===== src/rtl/lock_pkg.sv =====
// lock_pkg
// Shared definitions for the password-lock controller: FSM state encoding,
// command key codes, fixed display words and the seconds-counter width.
package lock_pkg;

    typedef enum logic [2:0] {
        ST_ENTRY   = 3'd0,
        ST_CHECK   = 3'd1,
        ST_OPEN    = 3'd2,
        ST_SETPWD  = 3'd3,
        ST_ERROR   = 3'd4,
        ST_LOCKOUT = 3'd5
    } lock_state_t;

    localparam logic [3:0]  KEY_ENTER     = 4'hA;
    localparam logic [3:0]  KEY_CLR       = 4'hB;
    localparam logic [3:0]  KEY_SET       = 4'hC;
    localparam logic [3:0]  KEY_MAX_DIGIT = 4'h9;

    localparam logic [15:0] DISP_OPEN  = 16'hAAAA;
    localparam logic [15:0] DISP_ERR   = 16'hEEEE;
    localparam logic [15:0] DISP_BLANK = 16'hFFFF;

    // Upper byte of the display while counting down a lockout.
    localparam logic [7:0]  DISP_LOCK_HI = 8'hEE;

    // Lockout seconds never exceed 99, so 7 bits are enough.
    localparam int SECS_W = 7;

endpackage


===== src/rtl/lock_timer.sv =====
// lock_timer
// Timebase for the ERROR and LOCKOUT states: a CLK_HZ-cycle prescaler that
// produces a one-cycle tick per second while running, plus a loadable seconds
// down-counter.
//
// Ports:
//   clk        system clock
//   rst_n      asynchronous active-low reset
//   run        prescaler advances while high
//   load       clears the prescaler and loads secs from load_secs
//   load_secs  value loaded into the seconds counter
//   tick       high for the last cycle of every CLK_HZ-cycle period
//   secs       remaining seconds
module lock_timer
    import lock_pkg::*;
#(
    parameter int CLK_HZ = 100_000_000
)
(
    input  logic              clk,
    input  logic              rst_n,
    input  logic              run,
    input  logic              load,
    input  logic [SECS_W-1:0] load_secs,
    output logic              tick,
    output logic [SECS_W-1:0] secs
);

    localparam int               PRE_W    = (CLK_HZ > 1) ? $clog2(CLK_HZ) : 1;
    localparam logic [PRE_W-1:0] PRE_LAST = PRE_W'(CLK_HZ - 1);

    logic [PRE_W-1:0] pre_cnt;

    // The tick is taken from the prescaler register, so the consumer sees it
    // in the cycle whose closing edge completes a full CLK_HZ-cycle period.
    assign tick = run && (pre_cnt == PRE_LAST);

    // Prescaler: load restarts the period from zero so a new ERROR or
    // LOCKOUT never inherits phase from an earlier one.
    always_ff @(posedge clk or negedge rst_n) begin
        if (!rst_n) begin
            pre_cnt <= '0;
        end else if (load) begin
            pre_cnt <= '0;
        end else if (run) begin
            pre_cnt <= tick ? '0 : pre_cnt + 1'b1;
        end
    end

    // Seconds counter: steps down once per tick and saturates at zero.
    always_ff @(posedge clk or negedge rst_n) begin
        if (!rst_n) begin
            secs <= '0;
        end else if (load) begin
            secs <= load_secs;
        end else if (tick && (secs != '0)) begin
            secs <= secs - 1'b1;
        end
    end

endmodule


===== src/rtl/lock_ctrl.sv =====
// lock_ctrl
// Password-lock controller. Collects 4-digit codes from single-cycle key
// events, checks them against a stored password, handles unlock, password
// change, error display and timed lockout after repeated failures. Drives the
// 4-nibble word for the seven-segment display stage (nibble 0 = rightmost).
//
// Ports:
//   clk        system clock
//   rst_n      asynchronous active-low reset
//   key_valid  one-cycle key event strobe
//   key_code   0-9 digit, A enter, B clear/relock, C set password, D-F unused
//   disp_data  four hex nibbles for the display stage
//   unlocked   high in OPEN and SETPWD
//   alarm      high in LOCKOUT
module lock_ctrl
    import lock_pkg::*;
#(
    parameter int          CLK_HZ      = 100_000_000,
    parameter int          LOCK_SEC    = 10,
    parameter int          MAX_TRIES   = 3,
    parameter logic [15:0] DEFAULT_PWD = 16'h1234
)
(
    input  logic        clk,
    input  logic        rst_n,
    input  logic        key_valid,
    input  logic [3:0]  key_code,
    output logic [15:0] disp_data,
    output logic        unlocked,
    output logic        alarm
);

    lock_state_t       state;
    logic [15:0]       code_buf;
    logic [15:0]       pwd;
    logic [2:0]        cnt;
    logic [2:0]        tries;
    logic              timer_tick;
    logic [SECS_W-1:0] secs;

    // Binary to two BCD digits; inputs never exceed 99.
    function automatic logic [7:0] to_bcd(input logic [SECS_W-1:0] val);
        logic [3:0] tens;
        logic [3:0] ones;
        tens = 4'(val / 7'd10);
        ones = 4'(val % 7'd10);
        return {tens, ones};
    endfunction

    logic        key_digit;
    logic        key_enter;
    logic        key_clr;
    logic        key_set;
    logic        buf_full;
    logic [15:0] buf_shifted;
    logic [2:0]  tries_next;

    assign key_digit   = key_valid && (key_code <= KEY_MAX_DIGIT);
    assign key_enter   = key_valid && (key_code == KEY_ENTER);
    assign key_clr     = key_valid && (key_code == KEY_CLR);
    assign key_set     = key_valid && (key_code == KEY_SET);
    assign buf_full    = (cnt == 3'd4);
    assign buf_shifted = {code_buf[11:0], key_code};
    assign tries_next  = tries + 3'd1;

    // CHECK always precedes ERROR and LOCKOUT, so loading the timer there
    // restarts the prescaler on every entry to either timed state.
    lock_timer #(
        .CLK_HZ (CLK_HZ)
    ) u_timer (
        .clk       (clk),
        .rst_n     (rst_n),
        .run       ((state == ST_ERROR) || (state == ST_LOCKOUT)),
        .load      (state == ST_CHECK),
        .load_secs (SECS_W'(LOCK_SEC)),
        .tick      (timer_tick),
        .secs      (secs)
    );

    // Main FSM with registered outputs: every output is written on the same
    // edge as the state change that implies it.
    always_ff @(posedge clk or negedge rst_n) begin
        if (!rst_n) begin
            state     <= ST_ENTRY;
            code_buf  <= DISP_BLANK;
            cnt       <= 3'd0;
            pwd       <= DEFAULT_PWD;
            tries     <= 3'd0;
            disp_data <= DISP_BLANK;
            unlocked  <= 1'b0;
            alarm     <= 1'b0;
        end else begin
            case (state)
                ST_ENTRY, ST_SETPWD: begin
                    if (key_digit && !buf_full) begin
                        code_buf  <= buf_shifted;
                        cnt       <= cnt + 3'd1;
                        disp_data <= buf_shifted;
                    end else if (key_clr) begin
                        code_buf  <= DISP_BLANK;
                        cnt       <= 3'd0;
                        disp_data <= DISP_BLANK;
                    end else if (key_enter && buf_full) begin
                        if (state == ST_ENTRY) begin
                            state <= ST_CHECK;
                        end else begin
                            pwd       <= code_buf;
                            code_buf  <= DISP_BLANK;
                            cnt       <= 3'd0;
                            state     <= ST_OPEN;
                            disp_data <= DISP_OPEN;
                        end
                    end
                end

                // The display keeps showing the entered code for this one
                // cycle; the verdict appears on the following edge.
                ST_CHECK: begin
                    code_buf <= DISP_BLANK;
                    cnt      <= 3'd0;
                    if (code_buf == pwd) begin
                        tries     <= 3'd0;
                        state     <= ST_OPEN;
                        disp_data <= DISP_OPEN;
                        unlocked  <= 1'b1;
                    end else begin
                        tries <= tries_next;
                        if (tries_next == 3'(MAX_TRIES)) begin
                            state     <= ST_LOCKOUT;
                            disp_data <= {DISP_LOCK_HI, to_bcd(SECS_W'(LOCK_SEC))};
                            alarm     <= 1'b1;
                        end else begin
                            state     <= ST_ERROR;
                            disp_data <= DISP_ERR;
                        end
                    end
                end

                ST_OPEN: begin
                    if (key_set) begin
                        state     <= ST_SETPWD;
                        disp_data <= DISP_BLANK;
                    end else if (key_clr) begin
                        state     <= ST_ENTRY;
                        disp_data <= DISP_BLANK;
                        unlocked  <= 1'b0;
                    end
                end

                ST_ERROR: begin
                    if (timer_tick) begin
                        state     <= ST_ENTRY;
                        disp_data <= DISP_BLANK;
                    end
                end

                // The tick that would take secs to zero leaves instead, so
                // a zero count is never shown.
                ST_LOCKOUT: begin
                    if (timer_tick) begin
                        if (secs <= SECS_W'(1)) begin
                            state     <= ST_ENTRY;
                            tries     <= 3'd0;
                            disp_data <= DISP_BLANK;
                            alarm     <= 1'b0;
                        end else begin
                            disp_data <= {DISP_LOCK_HI, to_bcd(secs - SECS_W'(1))};
                        end
                    end
                end

                default: begin
                    state     <= ST_ENTRY;
                    disp_data <= DISP_BLANK;
                    unlocked  <= 1'b0;
                    alarm     <= 1'b0;
                end
            endcase
        end
    end

endmodule


===== config.mk =====
export PLATFORM = sky130hd
export DESIGN_NAME = lock_ctrl
export DESIGN_NICKNAME = d
export VERILOG_FILES = /design/src/rtl/lock_pkg.sv /design/src/rtl/lock_timer.sv /design/src/rtl/lock_ctrl.sv
export SDC_FILE = /design/constraint.sdc
export NUM_CORES = 1
export LEC_CHECK = 0
export CELL_PAD_IN_SITES_DETAIL_PLACEMENT = 0
export CELL_PAD_IN_SITES_GLOBAL_PLACEMENT = 1
export CORE_MARGIN = 1
export CORE_UTILIZATION = 43
export DETAILED_ROUTE_END_ITERATION = 16
export PLACE_DENSITY = 0.79
export SLEW_MARGIN = 20
export SYNTH_ARGS = -nofsm -noshare
export SYNTH_HDL_FRONTEND = slang
export SYNTH_SLANG_ARGS = --single-unit

===== constraint.sdc =====
create_clock -name clk -period 7.93 [get_ports clk]
set_clock_uncertainty 0.05 [all_clocks]
set_input_delay 1.1895 -clock clk [delete_from_list [all_inputs] [get_ports clk]]
set_output_delay 1.1895 -clock clk [all_outputs]
set_load 0.01 [all_outputs]

# Word level (Yosys, flattened, before mapping)
# Cells that the tools add are included.
word_totals:
  regBits: 93
  output_inout_bits: 18
  wordCells: 125
classes:
  bitwise: 5
  div_mod_pow: 2
  n_eq_ne: 26
  magnitude_cmp: 2
  addsub: 4
  reduce_logical: 26
  n_mux: 50
ops:
  columns: ["cell", "count"]
  rows:
  - ["$mux 16", 12]
  - ["$mux 27", 3]
  - ["$pmux 16 s5", 1]
  - ["$mux 3", 14]
  - ["$pmux 16 s2", 1]
  - ["$add 27x1->27 const B", 1]
  - ["$eq 27x27->1 const B", 1]
  - ["$eq 16x16->1", 1]
  - ["$ne 2x2->1 const B", 8]
  - ["$mux 15", 1]
  - ["$pmux 3 s5", 1]
  - ["$reduce_and 5->1", 3]
  - ["$mux 7", 2]
  - ["$mux 13", 1]
  - ["$eq 4x4->1 const B", 3]
  - ["$pmux 3 s2", 2]
  - ["$eq 3x2->1 const B", 3]
  - ["$eq 3x3->1 const B", 3]
  - ["$logic_and 1x1->1", 8]
  - ["$mux 1", 8]
  - ["$mux 8", 1]
  - ["$ne 4x4->1 const B", 2]
  - ["$reduce_bool 2->1", 4]
  - ["$reduce_or 4->1", 2]
  - ["20 further kinds", 29]

# Depth between registers and ports, before layout
# Gate-level depths: netlist (run 1).
logic_depth:
  word_depth: 7
  mapped_depth: 14

# Hierarchy
# From an unflattened synthesis (run 1), not the netlist that was laid out.
hier_totals:
  hier_cells: 626
  area_unflattened_um2: 5794.3
modules_own_cells:
  columns: ["mod", "n_inst", "area_per_inst_um2", "cells_each", "seq_area_each_um2"]
  rows:
  - ["lock_ctrl", 1, 3773.6, 406, 1522.7]
  - ["lock_timer", 1, 2020.7, 220, 850.8]

# Worst setup path before layout (run 1)
# No wires, ideal clock.
synth_timing:
  path_kind: "input-to-reg"
  startpoint: "in key_code[2]"
  endpoint: "reg pwd[10]"
  required_ps: 7755
  cell_stages: 6
  t_arrival_ps: 2764
  slack_ps: 4991
  n_path_buf: 2
  path_cell_list: "nand4b_1 > nor3_1 > and3_1 > clkbuf_1 > buf_1 > mux2_2"
synth_between:
  elab_chain_len: 5
  elab_cells_between_ends: 11
synth_lines:
  columns: ["element", "line", "text"]
  rows:
  - ["start, declared", "lock_ctrl.sv:27", "input logic [3:0] key_code,"]
  - ["$le 4x4->1", "lock_ctrl.sv:58", "assign key_digit = key_valid && (key_code <= KEY_MAX_DIGIT);"]
  - ["$logic_and 1x1->1", "lock_ctrl.sv:58", null]
  - ["$logic_and 1x1->1", "lock_ctrl.sv:95", "if (key_digit && !buf_full) begin"]
  - ["$not 1->1 (no source line)", null, null]
  - ["$reduce_and 5->1 (no source line) *", null, null]
  - ["end signal, assigned", "lock_ctrl.sv:107", "pwd <= code_buf;"]
  - ["end, declared", "lock_ctrl.sv:35", "logic [15:0] pwd;"]
# Mark *: on every way between the ends. The rest lies on a longest branch, timed or not.
# A chain may end at the register's enable or synchronous reset.

# Worst setup path after layout (run 1)
layout_timing:
  startpoint: "in key_code[1]"
  endpoint: "reg disp_data[2]"
layout_between:
  elab_chain_len: 5
  elab_cells_between_ends: 18
layout_lines:
  columns: ["element", "line", "text"]
  rows:
  - ["$le 4x4->1, or another cell as far along", "lock_ctrl.sv:58", null]
  - ["$logic_and 1x1->1, on equally long branches", "lock_ctrl.sv:58, lock_ctrl.sv:59, lock_ctrl.sv:60", null]
  - ["$logic_and 1x1->1, or another cell as far along", "lock_ctrl.sv:95", null]
  - ["$ne 4x4->1 (no source line) or $mux 16 (tied branches)", null, null]
  - ["$reduce_and 5->1 (no source line) or $pmux 16 s5 (tied branches)", null, null]
  - ["end signal, assigned", "lock_ctrl.sv:98", "disp_data <= buf_shifted;"]
  - ["end signal, assigned", "lock_ctrl.sv:130", "disp_data <= {DISP_LOCK_HI, to_bcd(SECS_W'(LOCK_SEC))};"]
  - ["end signal, assigned", "lock_ctrl.sv:167", "disp_data <= {DISP_LOCK_HI, to_bcd(secs - SECS_W'(1))};"]
  - ["end, declared", "lock_ctrl.sv:28", "output logic [15:0] disp_data,"]
# Parallel ways exist; a longest one is shown, timed or not.

==> results_dict.tcl, run 1 <==
set metrics [dict create \
    status "finished clean" \
    post_synth_inst_count 543 \
    n_antenna_cell 0 \
    grt_antenna_before_repair 0 \
    max-vdd-ir-drop_v 0.0000954 \
    inserted_clock_buffers 9 \
    count_of_buffers_added_by_post_cts_timing_repair_for_setup 0 \
    report.final.setup_viol 0 \
    start_kind "input port" \
    leading_cell_type_in_the_layout_fill_and_taps_excluded "dfrtp_1" \
    detail_route.iter0.violations 307 \
    slew-limit-headroom 0.373 \
    number_of_synthesized_flops_with_an_enable_pin 0 \
    critical-path-slowest-cell "and2_1" \
    worst_path_maximum_fanout 24 \
    clkSlewWorstSetupHoldPaths_ps 70 \
    tightestPinTransition_ps 929 \
    vias 4149 \
    synth_cell_type_count 78 \
    final_cell_mix "dfrtp_1 (56), o21ai_0 (51), nor2_1 (46)" \
    period_minus_slack_ps 3620 \
    wirelength_um 12000 \
    dp.final_hpwl_um 8420 \
    detail_route.drc_violations 0 \
    worstPathRequired_ps 8150 \
    cpPeakStageDelay_ps 700 \
    path_type_of_the_worst_setup_path "input port to register" \
    finalCritPeriodShare 0.457 \
    timing.max_cap.violations 0 \
    avgRoutedWirePerCell_um 16.5 \
    final_layout_size_suffix_gt1_frac 0.174 \
    detail_route.vias_per_cell 5.72 \
    async_flop_share 1.00 \
    die_h_um 114 \
    postRouteAntennaNets 0 \
    synth_warnings 0 \
    port-buffer-count 24 \
    mappedNetlistArea_mm2 0.00535 \
    mappedNetlistNets 559 \
    clk_latency_ps 340 \
    pwr_density_cell_mw_per_mm2 158 \
    numClockSinks 93 \
    p_leak_nw 2.32 \
    die_width_um 114 \
    number_of_buffers_between_clock_root_and_the_deepest_sink 2 \
    sequential_cell_area_mm2 0.00237 \
    cts-root-buf "clkbuf_16" \
    flow.area_growth_from_synthesis_pct 10.9 \
    first_pass_grt_wire_length_um 20600 \
    initial_utilization 0.444 \
    cts_tree "built" \
    cp.arrival_ps 3850 \
    slew_violations 0 \
    final-hold-violation-count 0 \
    ctsHoldBuffers 0 \
    pre_cts_ws_ps 3960 \
    grt_remaining_overflow 0 \
    final_critical_path_setup_slack_ps 4310 \
    io-pin-count 25 \
    grt_start_max_net_pins 65 \
    syn_avg_cell_area_um2 9.85 \
    rsz_0062_raised_after_global_routing "false" \
    gp_congestion 0.821 \
    ys_seq_elements 93 \
    fill_cells 1142 \
    worst_setup_path_end_kind "register" \
    fp.dieArea_mm2 0.0129 \
    placement_rows 40 \
    first_global_vias 4035 \
    cell_breakdown_of_the_critical_path "clkdlybuf4s50_1, o21ai_0, nand3_1, o211ai_1, and2_1, nand4b_1, o22ai_1, o21ba_1" \
    layout.nets 568 \
    number_of_search_and_repair_iterations_in_the_first_detailed_routing_pass 4 \
    multi_input_area_mm2 0.00275 \
    min-delay-path-class "register to register" \
    fin_setup_tns_ps 0 \
    cts_htree_levels 3 \
    core_mm2 0.0121 \
    postSynth.topFlopCell "dfrtp_1" \
    max_clock_freq_mhz 276 \
    post_cts_resize_count 0 \
    grt_use_total 0.201 \
    sequential_area_share_after_synthesis 0.444 \
]
-- stage by stage --
| step | utilization | hold WS [ps] | total power, mW | instance area (um^2) | instances |
|---|---|---|---|---|---|
| after floorplan | - | 407 | 0.495 | 5350 | 543 |
| after global placement | 0.468 | 436 | 0.515 | 5640 | 709 |
| after detailed placement | 0.468 | 442 | 0.515 | 5640 | 709 |
| after CTS | 0.492 | 451 | 0.953 | 5930 | 725 |
| after global routing | 0.492 | 480 | 0.972 | 5930 | 725 |
| final | 0.492 | 448 | 0.939 | 5930 | 725 |
-- critical path: cells and delay by family --
family	cells	cell delay, ps
buffers and inverters	1	490
AO/OA/AOI/OAI	4	870
AND/OR/NAND/NOR	3	1310
-- path summary, 6_finish.rpt --
kind | from | end | depth (start not counted) | slack, ps
worst max-delay path | key_code[1] | disp_data[2] | 8 | 4310
worst min-delay path | u_timer.pre_cnt[6] | u_timer.pre_cnt[6] | 1 | 450
worst max register to register | u_timer.secs[0] | disp_data[2] | 10 | 4580
worst min register to register | u_timer.pre_cnt[6] | u_timer.pre_cnt[6] | 1 | 450
max in group asynchronous | rst_n | pwd[3] | 2 | 5970
min in group asynchronous | rst_n | u_timer.pre_cnt[25] | 1 | 710
-- sequential cells by signal, summed over array words and instances, names as in the netlist --
signal	count
alarm	1
pwd	16
cnt	3
disp_data	16
state	3
u_timer.pre_cnt	27
tries	3
u_timer.secs	7
code_buf	16
unlocked	1
-- logic make-up (layout without fill, tap and decap cells) --
group	Yosys count	in the layout	synth area share
simple gates	193	193	0.197
mux	21	21	0.0433
xor+xnor	31	31	0.0507
flops	93	93	0.444
buf+inv	41	55	0.0430
compound gates	155	155	0.201
fa+ha+maj	9	9	0.0210
-- layout make-up --
class | instances | share of cell area
clock buffer | 10 | 0.0386
multi-input combinational | 409 | 0.463
timing repair buffer | 28 | 0.0451
sequential | 93 | 0.400
clock inverter | 6 | 0.0105
tap | 168 | 0.0354
inverter | 11 | 0.00696
-- synth_stat cells, types with 12 or more instances --
master | number | share of area
nor2_1 | 46 | 0.032
clkbuf_1 | 19 | 0.013
dfrtp_1 | 56 | 0.26
o21ai_0 | 51 | 0.048
dfstp_2 | 37 | 0.18
a21oi_1 | 19 | 0.018
nand4_1 | 14 | 0.016
a31oi_1 | 12 | 0.014
nand2_1 | 42 | 0.029
o22a_1 | 22 | 0.036
mux2_2 | 16 | 0.034
xnor2_1 | 24 | 0.039
-- routing by layer --
layer	share of wire	global-route usage	wire, um	up-vias
li1	-	-	-	2019
met1	0.49	0.292	5870	2049
met4	0.015	0.0535	185	0
met3	0.042	0.0404	505	18
met2	0.45	0.305	5420	63
met5	0	0	0	-
-- report_power, final --
part	switching [mW]	total [mW]	internal, mW
Clock	0.188	0.433	0.245
Combinational	0.0158	0.0254	0.00955
Sequential	0.00149	0.481	0.480
Total	0.206	0.939	0.734
(Power assumes the default switching activity.)
==> run 2, diff against run 1 <==
--- a/config.mk
+++ b/config.mk
@@ -10,7 +10,7 @@
 export CORE_MARGIN = 1
 export CORE_UTILIZATION = 43
 export DETAILED_ROUTE_END_ITERATION = 16
-export PLACE_DENSITY = 0.79
+export PLACE_DENSITY = 0.82
 export SLEW_MARGIN = 20
 export SYNTH_ARGS = -nofsm -noshare
 export SYNTH_HDL_FRONTEND = slang
==> constraint.sdc (replaced) <==
create_clock -name clk -period 3.1 [get_ports clk]
set_clock_uncertainty 0.05 [all_clocks]
set_input_delay 0.465 -clock clk [delete_from_list [all_inputs] [get_ports clk]]
set_output_delay 0.465 -clock clk [all_outputs]
set_load 0.01 [all_outputs]
==> results_dict.tcl, run 2 (synthesis gave the netlist of run 1 again) <==
set metrics [dict create \
    status "finished clean" \
    largest_register_ffs 27 \
    path_type_of_the_worst_setup_path "register to register" \
    inserted_clock_buffers 9 \
    slew-limit-headroom 0.490 \
    io-pin-count 25 \
    cp.arrival_ps 3090 \
    numClockSinks 93 \
    die_h_um 114 \
    placement_rows 40 \
    vias 4227 \
    rsz_0062_raised_after_global_routing "false" \
    core_mm2 0.0121 \
    final-hold-violation-count 0 \
    grt_use_total 0.199 \
    tightestPinTransition_ps 765 \
    cts_tree "built" \
    p_leak_nw 2.42 \
    slew_violations 0 \
    grt_start_max_net_pins 54 \
    start_kind "register" \
    ctsHoldBuffers 0 \
    dp_cells 726 \
    clk_latency_ps 350 \
    fp.dieArea_mm2 0.0129 \
    port-buffer-count 24 \
    detail_route.iter0.violations 320 \
    worst_setup_path_end_kind "register" \
    initial_utilization 0.444 \
    final_cell_mix "dfrtp_1 (55), o21ai_0 (51), nor2_1 (46)" \
    flow.area_growth_from_synthesis_pct 13.8 \
    clkSlewWorstSetupHoldPaths_ps 70 \
    final_critical_path_setup_slack_ps 249 \
    final_layout_size_suffix_gt1_frac 0.208 \
    stdcell_area_mm2 0.00609 \
    grt_remaining_overflow 0 \
    dp.final_hpwl_um 8580 \
    period_minus_slack_ps 2850 \
    detail_route.vias_per_cell 5.68 \
    fill_cells 1126 \
    worstPathRequired_ps 3330 \
    number_of_buffers_between_clock_root_and_the_deepest_sink 2 \
    report.final.setup_viol 0 \
    finalNonFillerCells 744 \
    pre_cts_ws_ps 243 \
    leading_cell_type_in_the_layout_fill_and_taps_excluded "dfrtp_1" \
    wirelength_um 12000 \
    dr.max_layer_used "met4" \
    n_antenna_cell 0 \
    critical-path-slowest-cell "or4b_4" \
    first_pass_grt_wire_length_um 20600 \
    avgRoutedWirePerCell_um 16.1 \
    cts_htree_levels 3 \
    max-vdd-ir-drop_v 0.000229 \
    cell_breakdown_of_the_critical_path "inv_1, ha_2, or4b_4, o22a_1, nor2_1, a211oi_2, a21o_1, ha_1, nor2_1, nor2_2, and4_4, nor3_2" \
    cts-root-buf "clkbuf_16" \
    postRouteAntennaNets 0 \
    wirelength_met1_um 5790 \
    fin_setup_tns_ps 0 \
    finalCritPeriodShare 0.920 \
    place_area_mm2 0.00578 \
    first_global_vias 4169 \
    timing.max_cap.violations 0 \
    pwr_density_cell_mw_per_mm2 392 \
    die_width_um 114 \
    final_core_utilization 0.505 \
    min-delay-path-class "input port to asynchronous set/reset pin" \
    cpPeakStageDelay_ps 500 \
    max_clock_freq_mhz 351 \
    regMostFlops "u_timer.pre_cnt" \
    gp_congestion 0.858 \
    worst_path_maximum_fanout 7 \
    crit_path_frequent_cell "nor2_1" \
    grt_antenna_before_repair 0 \
    detailroute.wirelength.met3_um 351 \
    number_of_search_and_repair_iterations_in_the_first_detailed_routing_pass 4 \
    detail_route.drc_violations 0 \
    met2_wirelength_um 5670 \
    layout.nets 587 \
]
==> run 2: cell types whose count changed in the layout (fill, tap and decap cells not counted), sizes merged <==
cell / change
buf: +19
bufinv: -1
clkbuf: -1
clkinv: -1
clkinvlp: -1
inv: +4
==> run 2: routing by layer <==
layer	track usage	vias up
li1	-	2049
met1	0.273	2097
met2	0.320	69
met3	0.0409	12
met4	0.0570	0
met5	0	-
==> run 2: through the flow <==
stage,power (mW),hold slack [ps]
final,2.39,41.3
after floorplan,1.27,119
after global placement,1.32,432
after detailed placement,1.32,438
after CTS,2.42,56.6
after global routing,2.48,75.1
==> run 2: layout make-up <==
cell class	instances	area, um^2	share of cell area
timing repair buffer	47	423	0.0694
multi-input combinational	409	2750	0.452
clock inverter	7	61.3	0.0101
clock buffer	9	225	0.0370
sequential	93	2370	0.390
inverter	11	41.3	0.00678
tap	168	210	0.0345
==> run 2: final timing paths <==
check / cells after the start / endpoint / start / slack [ps]
worst max-delay path: 12 / disp_data[1] / u_timer.secs[1] / 250
worst min-delay path: 1 / u_timer.pre_cnt[9] / rst_n / 40
worst max register to register: 12 / disp_data[1] / u_timer.secs[1] / 250
worst min register to register: 2 / disp_data[14] / disp_data[14] / 450
max in group asynchronous: 2 / disp_data[10] / rst_n / 2230
min in group clk: 2 / disp_data[14] / disp_data[14] / 450
==> run 2: timing repair <==
| action | in CTS | in global routing |
|---|---|---|
| buffers inserted | 0 | 2 |
| endpoints found under the setup margin | 0 | 2 |
| hold endpoints to repair | 0 | 0 |
| gates resized for setup | 0 | 3 |
==> run 2: worst max-delay path, delay by kind of cell, from the launching register on <==
family          cells  cell delay, ps
simple gates        6            1250
buf+inv             1             100
compound gates      3             510
fa+ha+maj           2             420
flops               1             450
==> run 2: report_power, final <==
part	internal [mW]	switching (mW)	total, mW
Clock	0.563	0.523	1.09
Sequential	1.23	0.00373	1.23
Combinational	0.0273	0.0420	0.0692
Total	1.82	0.569	2.39
